===== src/rtl/display_pkg.sv =====
// Display timing constants shared by every sprite producer.
package display_pkg;
  localparam int SCREEN_H_RES = 640;
  localparam int SCREEN_V_RES = 480;
  localparam int X_POS_W      = 10;
  localparam int Y_POS_W      = 9;
endpackage


===== src/rtl/sprite_pkg.sv =====
// Sprite geometry, ball dynamics constants and ball control types.
package sprite_pkg;
  typedef enum logic {DIR_NEG, DIR_POS} ball_dir_t;
  typedef enum logic {SERVE, MOVE}      ball_state_t;

  localparam int BALL_SIDE      = 16;
  localparam int PADDLE_WIDTH   = 16;
  localparam int PADDLE_HEIGHT  = 64;
  localparam int LEFT_PADDLE_X  = 32;
  localparam int RIGHT_PADDLE_X = 592;
  localparam int BALL_SPEED     = 4;
  localparam int SERVE_FRAMES   = 60;
endpackage


===== src/rtl/paddle_hit.sv =====
// Combinational paddle contact test: x-edge crossing plus vertical span overlap.
module paddle_hit
  import display_pkg::*;
#(
  parameter bit IS_LEFT       = 1'b1,
  parameter int PADDLE_X      = 32,
  parameter int PADDLE_WIDTH  = 16,
  parameter int PADDLE_HEIGHT = 64,
  parameter int BALL_SIDE     = 16,
  parameter int XS_W          = X_POS_W + 2,
  parameter int YS_W          = Y_POS_W + 2
) (
  input  logic signed [XS_W-1:0] cur_x,
  input  logic signed [XS_W-1:0] next_x,
  input  logic signed [YS_W-1:0] next_y,
  input  logic [YS_W-3:0]        paddle_y,
  output logic                   hit
);
  logic signed [YS_W-1:0] py;
  logic                   span_ok;
  logic                   edge_ok;

  assign py      = $signed({2'b00, paddle_y});
  assign span_ok = (next_y + YS_W'(BALL_SIDE) > py) && (next_y < py + YS_W'(PADDLE_HEIGHT));

  // Left paddle faces right, right paddle faces left: the edge test mirrors.
  generate
    if (IS_LEFT) begin : g_left
      assign edge_ok = (next_x <= XS_W'(PADDLE_X + PADDLE_WIDTH)) && (cur_x > XS_W'(PADDLE_X));
    end else begin : g_right
      assign edge_ok = (next_x + XS_W'(BALL_SIDE) >= XS_W'(PADDLE_X)) &&
                       (cur_x + XS_W'(BALL_SIDE) < XS_W'(PADDLE_X + PADDLE_WIDTH));
    end
  endgenerate

  assign hit = span_ok && edge_ok;
endmodule


===== src/rtl/ball_motion.sv =====
// Ball position producer: serve hold, per-frame motion, wall/paddle bounce, miss scoring.
module ball_motion
  import display_pkg::*;
  import sprite_pkg::*;
#(
  parameter int SCREEN_H_RES   = display_pkg::SCREEN_H_RES,
  parameter int SCREEN_V_RES   = display_pkg::SCREEN_V_RES,
  parameter int BALL_SIDE      = sprite_pkg::BALL_SIDE,
  parameter int PADDLE_WIDTH   = sprite_pkg::PADDLE_WIDTH,
  parameter int PADDLE_HEIGHT  = sprite_pkg::PADDLE_HEIGHT,
  parameter int LEFT_PADDLE_X  = sprite_pkg::LEFT_PADDLE_X,
  parameter int RIGHT_PADDLE_X = sprite_pkg::RIGHT_PADDLE_X,
  parameter int BALL_SPEED     = sprite_pkg::BALL_SPEED,
  parameter int SERVE_FRAMES   = sprite_pkg::SERVE_FRAMES
) (
  input  logic               clk_i,
  input  logic               rst_i,
  input  logic               new_frame_i,
  input  logic [Y_POS_W-1:0] left_paddle_y_i,
  input  logic [Y_POS_W-1:0] right_paddle_y_i,
  output logic [X_POS_W-1:0] ball_x_o,
  output logic [Y_POS_W-1:0] ball_y_o,
  output logic               score_left_o,
  output logic               score_right_o,
  output logic               serving_o
);
  localparam int XS_W  = X_POS_W + 2;
  localparam int YS_W  = Y_POS_W + 2;
  localparam int CNT_W = $clog2(SERVE_FRAMES);
  localparam int CX    = (SCREEN_H_RES - BALL_SIDE) / 2;
  localparam int CY    = (SCREEN_V_RES - BALL_SIDE) / 2;

  localparam logic signed [XS_W-1:0] X_ZERO   = '0;
  localparam logic signed [XS_W-1:0] X_STEP   = XS_W'(BALL_SPEED);
  localparam logic signed [XS_W-1:0] X_MISS_R = XS_W'(SCREEN_H_RES - BALL_SIDE);
  localparam logic signed [YS_W-1:0] Y_ZERO   = '0;
  localparam logic signed [YS_W-1:0] Y_STEP   = YS_W'(BALL_SPEED);
  localparam logic signed [YS_W-1:0] Y_MAX    = YS_W'(SCREEN_V_RES - BALL_SIDE);

  ball_state_t        state, state_n;
  logic [CNT_W-1:0]   cnt, cnt_n;
  logic [X_POS_W-1:0] x, x_n;
  logic [Y_POS_W-1:0] y, y_n;
  ball_dir_t          dx, dx_n, dy, dy_n;
  logic               score_l, score_l_n, score_r, score_r_n;

  logic signed [XS_W-1:0] x_s, nx;
  logic signed [YS_W-1:0] y_s, ny;
  logic                   left_hit, right_hit;

  // Candidate position one step along the current heading, in signed arithmetic.
  assign x_s = $signed({2'b00, x});
  assign y_s = $signed({2'b00, y});
  assign nx  = (dx == DIR_POS) ? x_s + X_STEP : x_s - X_STEP;
  assign ny  = (dy == DIR_POS) ? y_s + Y_STEP : y_s - Y_STEP;

  paddle_hit #(
    .IS_LEFT(1'b1), .PADDLE_X(LEFT_PADDLE_X), .PADDLE_WIDTH(PADDLE_WIDTH),
    .PADDLE_HEIGHT(PADDLE_HEIGHT), .BALL_SIDE(BALL_SIDE), .XS_W(XS_W), .YS_W(YS_W)
  ) u_left_hit (
    .cur_x(x_s), .next_x(nx), .next_y(ny), .paddle_y(left_paddle_y_i), .hit(left_hit)
  );

  paddle_hit #(
    .IS_LEFT(1'b0), .PADDLE_X(RIGHT_PADDLE_X), .PADDLE_WIDTH(PADDLE_WIDTH),
    .PADDLE_HEIGHT(PADDLE_HEIGHT), .BALL_SIDE(BALL_SIDE), .XS_W(XS_W), .YS_W(YS_W)
  ) u_right_hit (
    .cur_x(x_s), .next_x(nx), .next_y(ny), .paddle_y(right_paddle_y_i), .hit(right_hit)
  );

  // State register: everything updates only when the next-state logic says so.
  always_ff @(posedge clk_i) begin
    if (rst_i) begin
      state   <= SERVE;
      cnt     <= '0;
      x       <= X_POS_W'(CX);
      y       <= Y_POS_W'(CY);
      dx      <= DIR_POS;
      dy      <= DIR_POS;
      score_l <= 1'b0;
      score_r <= 1'b0;
    end else begin
      state   <= state_n;
      cnt     <= cnt_n;
      x       <= x_n;
      y       <= y_n;
      dx      <= dx_n;
      dy      <= dy_n;
      score_l <= score_l_n;
      score_r <= score_r_n;
    end
  end

  // Next-state logic: serve countdown, wall clamp, paddle bounce, miss handling.
  always_comb begin
    state_n   = state;
    cnt_n     = cnt;
    x_n       = x;
    y_n       = y;
    dx_n      = dx;
    dy_n      = dy;
    score_l_n = 1'b0;
    score_r_n = 1'b0;
    if (new_frame_i) begin
      case (state)
        SERVE: begin
          if (cnt == CNT_W'(SERVE_FRAMES - 1)) begin
            cnt_n   = '0;
            state_n = MOVE;
          end else begin
            cnt_n = cnt + CNT_W'(1);
          end
        end
        MOVE: begin
          if (ny <= Y_ZERO) begin
            y_n  = '0;
            dy_n = DIR_POS;
          end else if (ny >= Y_MAX) begin
            y_n  = Y_MAX[Y_POS_W-1:0];
            dy_n = DIR_NEG;
          end else begin
            y_n = ny[Y_POS_W-1:0];
          end
          // A paddle hit outranks a miss; a miss re-centres and leaves dy untouched.
          if (dx == DIR_NEG) begin
            if (left_hit) begin
              x_n  = X_POS_W'(LEFT_PADDLE_X + PADDLE_WIDTH);
              dx_n = DIR_POS;
            end else if (nx <= X_ZERO) begin
              score_r_n = 1'b1;
              dx_n      = DIR_NEG;
              state_n   = SERVE;
            end else begin
              x_n = nx[X_POS_W-1:0];
            end
          end else begin
            if (right_hit) begin
              x_n  = X_POS_W'(RIGHT_PADDLE_X - BALL_SIDE);
              dx_n = DIR_NEG;
            end else if (nx >= X_MISS_R) begin
              score_l_n = 1'b1;
              dx_n      = DIR_POS;
              state_n   = SERVE;
            end else begin
              x_n = nx[X_POS_W-1:0];
            end
          end
          if (state_n == SERVE) begin
            x_n  = X_POS_W'(CX);
            y_n  = Y_POS_W'(CY);
            dy_n = dy;
          end
        end
        default: state_n = SERVE;
      endcase
    end
  end

  assign ball_x_o      = x;
  assign ball_y_o      = y;
  assign score_left_o  = score_l;
  assign score_right_o = score_r;
  assign serving_o     = (state == SERVE);
endmodule


===== config.mk =====
export PLATFORM = sky130hd
export DESIGN_NAME = ball_motion
export DESIGN_NICKNAME = d
export VERILOG_FILES = /design/src/rtl/display_pkg.sv /design/src/rtl/sprite_pkg.sv /design/src/rtl/paddle_hit.sv /design/src/rtl/ball_motion.sv
export SDC_FILE = /design/constraint.sdc
export NUM_CORES = 1
export LEC_CHECK = 0
export ABC_AREA = 1
export ABC_CLOCK_PERIOD_IN_PS = 2900
export BUFFER_PORTS_ARGS = -buffer_cell sky130_fd_sc_hd__buf_2
export CAP_MARGIN = 20
export CORE_ASPECT_RATIO = 1.1
export CORE_MARGIN = 1.5
export CORE_UTILIZATION = 35
export DETAILED_ROUTE_END_ITERATION = 8
export PLACE_DENSITY = 0.54
export SLEW_MARGIN = 20
export SYNTH_ARGS = -nofsm -noshare
export SYNTH_HDL_FRONTEND = slang
export SYNTH_SLANG_ARGS = --single-unit

===== constraint.sdc =====
create_clock -name clk_i -period 2.9 [get_ports clk_i]
set_clock_uncertainty 0.15 [all_clocks]
set_input_delay 0.58 -clock clk_i [delete_from_list [all_inputs] [get_ports clk_i]]
set_output_delay 0.58 -clock clk_i [all_outputs]
set_load 0.02 [all_outputs]

After elaboration in Yosys (flattened, before gate mapping)

Cells that the tools add are included.

Flip-flop bits (word level): 30
Input bits: 21
Bits in latches: 0
Output and inout bits: 22
Memories kept: 0
Memory bits (writable): 0
Bits in read-only memories: 0

Equal/unequal tests: 3
Add/sub/neg operators: 10
Shifts and indexed selects: 0
Bitwise operators: 3
Multipliers: 0
Muxes and demuxes: 28
Magnitude comparators: 12
Reduce and logical (&&, ||, !) cells: 13
Div/mod/pow operators: 0

Operators with widths:

| operator                                                                          | count |
|---|---|
| 10-bit two-way mux                                                                | 6 |
| 9-bit two-way mux                                                                 | 3 |
| 12-bit by 11-bit >= comparator with 1-bit output (second input constant)          | 2 |
| 11-bit by 10-bit greater-than comparator with 1-bit output                        | 2 |
| 11-bit less-than comparator                                                       | 2 |
| 9-bit by 7-bit adder with 10-bit output (second input constant)                   | 2 |
| 1-bit two-way mux                                                                 | 15 |
| 12-bit by 6-bit adder with 12-bit output (second input constant)                  | 1 |
| 12-bit by 1-bit <= comparator with 1-bit output (second input constant)           | 1 |
| 12-bit by 7-bit <= comparator with 1-bit output (second input constant)           | 1 |
| 12-bit by 11-bit less-than comparator with 1-bit output (second input constant)   | 1 |
| 12-bit two-way mux                                                                | 1 |
| 10-bit by 3-bit adder with 11-bit output (second input constant)                  | 1 |
| 10-bit by 5-bit adder with 11-bit output (second input constant)                  | 1 |
| 11-bit by 6-bit adder with 11-bit output (second input constant)                  | 1 |
| 11-bit by 10-bit >= comparator with 1-bit output (second input constant)          | 1 |
| 11-bit by 1-bit <= comparator with 1-bit output (second input constant)           | 1 |
| 11-bit two-way mux                                                                | 1 |
| 10-bit by 3-bit subtractor with 11-bit output (second input constant)             | 1 |
| 9-bit by 3-bit adder with 10-bit output (second input constant)                   | 1 |
| 10-bit by 6-bit greater-than comparator with 1-bit output (second input constant) | 1 |
| 5-bit OR reduction                                                                | 2 |
| 9-bit by 3-bit subtractor with 10-bit output (second input constant)              | 1 |
| 4-bit != test (second input constant)                                             | 2 |
| 9 further kinds                                                                   | 18 |

Depth between registers and ports, before layout

Word-level depth: 12
Depth in mapped cells: 27
Depth with buffers taken out: 26

Cells and area by module

From an unflattened synthesis, not the netlist that was laid out.

Cell total of the unflattened synthesis: 560
Area total of the unflattened synthesis: 3374.5 µm²

By module, submodules not included:

| module                    | cells an instance | sequential area each (µm²) | area each (µm²) | instances |
|---|---|---|---|---|
| ball_motion               | 309               | 520.5                      | 1959.4          | 1 |
| paddle_hit at u_right_hit | 140               | 0.0                        | 780.7           | 1 |
| paddle_hit at u_left_hit  | 111               | 0.0                        | 634.4           | 1 |

Worst setup path after synthesis

Ideal clock, no wire load.

Kind: register to register
Start point: register y[2] (netlist: ball_y_o[2])
End point: register state
Data required time: 2634 ps
Slack: -222 ps
Arrival time: 2856 ps
Cell stages (with the launch flop): 25
Library setup time: 116 ps
Path through: dfxtp_1 > buf_6 > inv_1 > ha_1 > nand2_1 > nand2_1 > nand2_1 > nand2_1 > ha_1 > xnor2_1 > ha_1 > nand2_1 > o21bai_1 > nand2_1 > nand2_1 > nand2_1 > nand2_1 > nand2_1 > nand2_1 > nand3_1 > nand4_1 > nand3_2 > nand2_4 > nand2_4 > o211a_1

Word-level cells in the longest chain between the ends: 11
Elaborated cells between the ends (all ways): 18
Those cells by class: add/sub (3); order compare (4); mux (7); reduce/logical (4)

Ends and longest elaborated chain:

| what                                                                                                           | line                                   | source |
|---|---|---|
| start: declaration                                                                                             | ball_motion.sv:43                      | `logic [Y_POS_W-1:0] y, y_n;` |
| start signal: assignment                                                                                       | ball_motion.sv:77                      | `y <= Y_POS_W'(CY);` |
| start signal: assignment                                                                                       | ball_motion.sv:86                      | `y <= y_n;` |
| 9-bit by 3-bit subtractor with 10-bit output / 9-bit by 3-bit adder with 10-bit output (equally long branches) | ball_motion.sv:55                      | `assign ny = (dy == DIR_POS) ? y_s + Y_STEP : y_s - Y_STEP;` |
| 11-bit two-way mux *                                                                                           | ball_motion.sv:55                      |  |
| 11-bit by 6-bit adder with 11-bit output                                                                       | paddle_hit.sv:24                       | `assign span_ok = (next_y + YS_W'(BALL_SIDE) > py) && (next_y < py + YS_W'(PADDLE_HEIGHT));` |
| 11-bit by 10-bit greater-than comparator with 1-bit output                                                     | paddle_hit.sv:24                       |  |
| 1-bit logical AND                                                                                              | paddle_hit.sv:24                       |  |
| 1-bit logical AND                                                                                              | paddle_hit.sv:36                       | `assign hit = span_ok && edge_ok;` |
| 1-bit two-way mux, on equally long branches                                                                    | ball_motion.sv:126, ball_motion.sv:137 |  |
| 1-bit two-way mux *                                                                                            | ball_motion.sv:125                     | `if (dx == DIR_NEG) begin` |
| 1-bit two-way mux *                                                                                            | ball_motion.sv:105                     | `case (state)` |
| 1-bit two-way mux *                                                                                            | ball_motion.sv:104                     | `if (new_frame_i) begin` |
| 1-bit one-hot mux with 2 select lines *                                                                        | ball_motion.sv:105                     |  |
| end signal: assignment                                                                                         | ball_motion.sv:83                      | `state <= state_n;` |
| end: declaration                                                                                               | ball_motion.sv:40                      | `ball_state_t state, state_n;` |

Every way passes the cells marked *; elsewhere a longest branch is shown, timed or not. The select of a mux whose other input is x is not followed.
A chain may end at the register's enable or synchronous reset.

Worst setup path after layout

Ends and elaborated chain as after synthesis.

==> results.tsv <==
stage	metric	value	unit
outcome	status	finished with violations	
outcome	violations	negative setup slack	
timing	maxSlewViolCount	0	
placed_design	port_buffers	38	
clock_tree	clk_pin_slew_worst_paths	0.10	ns
pwr	combPwrFrac	17.0	%
grt	antenna_found_initial	0	
finish	finalNonFillerCells	668	
critical_path	crit_family	simple AND/OR/NAND/NOR gates	
critical_path	cp.required	2.93	ns
finish	multi_input_area	0.00243	sq mm
synth	dominantRegCellSynth	dfxtp_1	
detailed_routing	drt-initial-drc-count	108	
grt	grt_pass1_vias	3041	
grt	busiest_layer	met2	
finish	final_common_cell	nand2_1	
critical_path	path_class	register to register	
grt	grt_max_degree	16	
hold_path	min_path_type	register to register	
placed_design	dp_hpwl	6510	microns
timing	setup_ws	-0.252	ns
critical_path	critPathSlowestCell	dfxtp_4	
synth	postSynthAreaPerCell	6.44	sq um
placed_design	place.gp.congestion	0.865	
synth	netlist-cell-type-count	41	
grt	overflow	0	
pwr	internal_power	0.000561	W
pwr	seqPwrFrac	47.9	%
critical_path	arrival	3.18	ns
die	rows	35	
critical_path	max_stage_delay	0.42	ns
timing	period_minus_slack	3.15	ns
synth	synth_seq_cells	26	
die	start_util	36.1	%
detailed_routing	wire_per_inst	12.4	microns
detailed_routing	drt-total-wl	8260	microns
timing	finalSetupViolCount	19	
clock_tree	cts_tree	built	
timing	max_freq	317	MHz
pwr	clkPwrFrac	35.1	%
finish	areaGrowthSynthToFinish	35.2	%
synth	synth_edf_count	0	
critical_path	crit_buf_inv	2	
finish	antenna-diode-count	0	
synth	yosysSeqAreaShare	17.2	%
synth	async_reset_ff_share	0	%
critical_path	endpoint_kind	register	
clock_tree	h-tree-depth	1	
clock_tree	postCtsHoldBufs	0	
grt	grt_pass1_wl	13500	microns
detailed_routing	ant_nets	0	
critical_path	cp-start-kind	register	
die	io_pins	43	
finish	nets	619	
placed_design	dp_slack	-0.307	ns
pwr	power.net_switching	0.000191	W
timing	period_share	109	%
critical_path	path_cells	inv_4, ha_4, inv_2, nor2_4, nand2_4, nand2_4, nand2_4, nand2_8, nor2_4, xor2_4, ha_4, nand3_2, nor2_2, a21oi_1, nand2_1, nand2_1, nand2_1, nand2_2, nand3_2, nand4_1, nand3_2, nand2_4, nand2_8, o211a_1	
grt	track_usage	17.8	%
critical_path	reg2reg_slack	-0.25	ns
die	die_x	91.6	microns
timing	grt_setup_unrepaired	true	
pwr	total_power	0.000751	W
job	max_cap_viol_count	0	
die	dieArea	0.00920	sq mm
grt	met2_usage	32.1	%
finish	n_fill_cell	886	
critical_path	crit_fanout	9	
synth	syn_inst	469	
clock_tree	clock_latency	0.27	ns
clock_tree	cts.sinks	26	
placed_design	dp_cells	652	
timing	tightest_slew	0.617	ns
timing	hold_viol	0	
pwr	leakagePower	2.04	nW
grt	grt.met1_usage	22.9	%
pwr	max-vdd-ir-drop	262	uV
synth	syn-cell-area	0.00302	sq mm
finish	fin_area	0.00408	sq mm
timing	relSlewSlack	58.4	%
detailed_routing	dr_total_vias	3229	
clock_tree	cts.path.max_buffers	2	
finish	postLayoutCoreUtil	48.8	%
finish	final_cell_mix	nand2_1, inv_1, buf_4, buf_2, nor2_1	
detailed_routing	route.detailed.drc	0	
finish	drive_gt1_share	32.7	%
detailed_routing	via_per_inst	4.83	
finish	seq_area	532	sq um
pwr	power_density	184	mW/mm^2
grt	use_met3	1.52	%
placed_design	placed_area	0.00365	sq mm
die	core	0.00836	sq mm
synth	yosysWarnings	0	
pwr	switching_share	25.4	%
clock_tree	numCtsBuffers	3	
detailed_routing	firstDrtPassIters	4	
die	chipHeight	100	microns
clock_tree	root_buffer	clkbuf_8	
critical_path	critPathMostFrequentCell	nand2_4	
-- area by class of cell --
| cell class | count | share of cell area, % |
|---|---|---|
| Sequential cell | 26 | 13.0 |
| Inverter | 75 | 7.05 |
| Tap cell | 111 | 3.40 |
| Multi-Input combinational cell | 357 | 59.6 |
| Timing Repair Buffer | 95 | 15.3 |
| Clock buffer | 4 | 1.62 |
-- path summary, 6_finish.rpt --
path	depth (start not counted)	startpoint	to
hold reg to reg	2	cnt[3]$_SDFFE_PP0P_	cnt[3]$_SDFFE_PP0P_
setup reg to reg	24	ball_y_o[2]$_SDFFE_PP0P_	state$_SDFFE_PP0P_
hold / removal	2	cnt[3]$_SDFFE_PP0P_	cnt[3]$_SDFFE_PP0P_
setup / recovery	24	ball_y_o[2]$_SDFFE_PP0P_	state$_SDFFE_PP0P_
-- metrics by stage --
| step | setup TNS (ns) | hold slack [ns] |
|---|---|---|
| after detailed placement | -5.07 | 0.342 |
| after global placement | -4.20 | 0.331 |
| after CTS | -2.46 | 0.354 |
| after global routing | -8.33 | 0.372 |
| final | -3.88 | 0.352 |
| after floorplan | -0.0104 | 0.313 |
-- logic make-up (layout without fill, tap and decap cells) --
| kind of cell | count (synthesis) | in the layout | synth area share, % |
|---|---|---|---|
| xor gates and xnor gates | 11 | 11 | 3.19 |
| DFF | 26 | 26 | 17.2 |
| buffers and inverters | 89 | 174 | 13.1 |
| and+or+nand+nor | 236 | 236 | 37.1 |
| other | 1 | 4 | 0.124 |
| AOI/OAI and AO/OA | 66 | 66 | 12.7 |
| adders and majority gates | 40 | 40 | 16.6 |
-- timing repair --
action | CTS | global route
pin swaps | 8 | 21
endpoints found under the setup margin | 20 | 20
setup buffers | 10 | 2
gates resized for setup | 23 | 30
-- state kept, by name, summed over array words and instances, names as in the netlist --
signal	flops
ball_x_o	8
ball_y_o	7
cnt	6
dx	1
dy	1
score_left_o	1
score_right_o	1
state	1
-- power by group through the flow --
stage,Combinational (W),Clock [W],Sequential (W)
floorplan,0.0000814,0,0.000368
global placement,0.000110,0,0.000368
detailed placement,0.000113,0,0.000368
CTS,0.000119,0.000277,0.000360
global route,0.000147,0.000289,0.000360
finish,0.000128,0.000264,0.000360
-- per-layer routing --
metal	routed length (microns)	vias to the layer above
met5	0	-
met4	110	0
met3	231	12
met2	4020	49
met1	3890	1478
li1	-	1690
-- tightest hold or removal path, stage by stage, from the launching register on --
cell and delay [ns]:
dfxtp_1 0.34, nand2_1 0.07, a21oi_1 0.06
-- cell usage after synthesis, types with 2 or more instances --
cell type | n | area share, %
o2111ai_1 | 2 | 0.58
a31oi_1 | 2 | 0.41
nand3_1 | 30 | 5.0
inv_2 | 3 | 0.37
o311ai_1 | 2 | 0.58
xnor2_1 | 3 | 0.87
nand2_1 | 108 | 13
inv_1 | 72 | 8.9
xor2_1 | 8 | 2.3
nor2_2 | 6 | 1.2
a21oi_1 | 33 | 5.5
buf_4 | 6 | 1.5
buf_6 | 5 | 1.9
o21ai_0 | 14 | 2.3
nand3b_1 | 4 | 0.99
clkbuf_1 | 2 | 0.25
nor2_1 | 44 | 5.5
nand4_1 | 13 | 2.7
nor2_4 | 3 | 1.1
nand2_2 | 10 | 2.1
nor3b_1 | 3 | 0.75
nor3_1 | 3 | 0.50
nand2_4 | 4 | 1.5
ha_1 | 40 | 17
dfxtp_1 | 26 | 17
nand3_2 | 5 | 1.7
o211ai_1 | 4 | 0.99
Power figures use the tool's default switching activity.
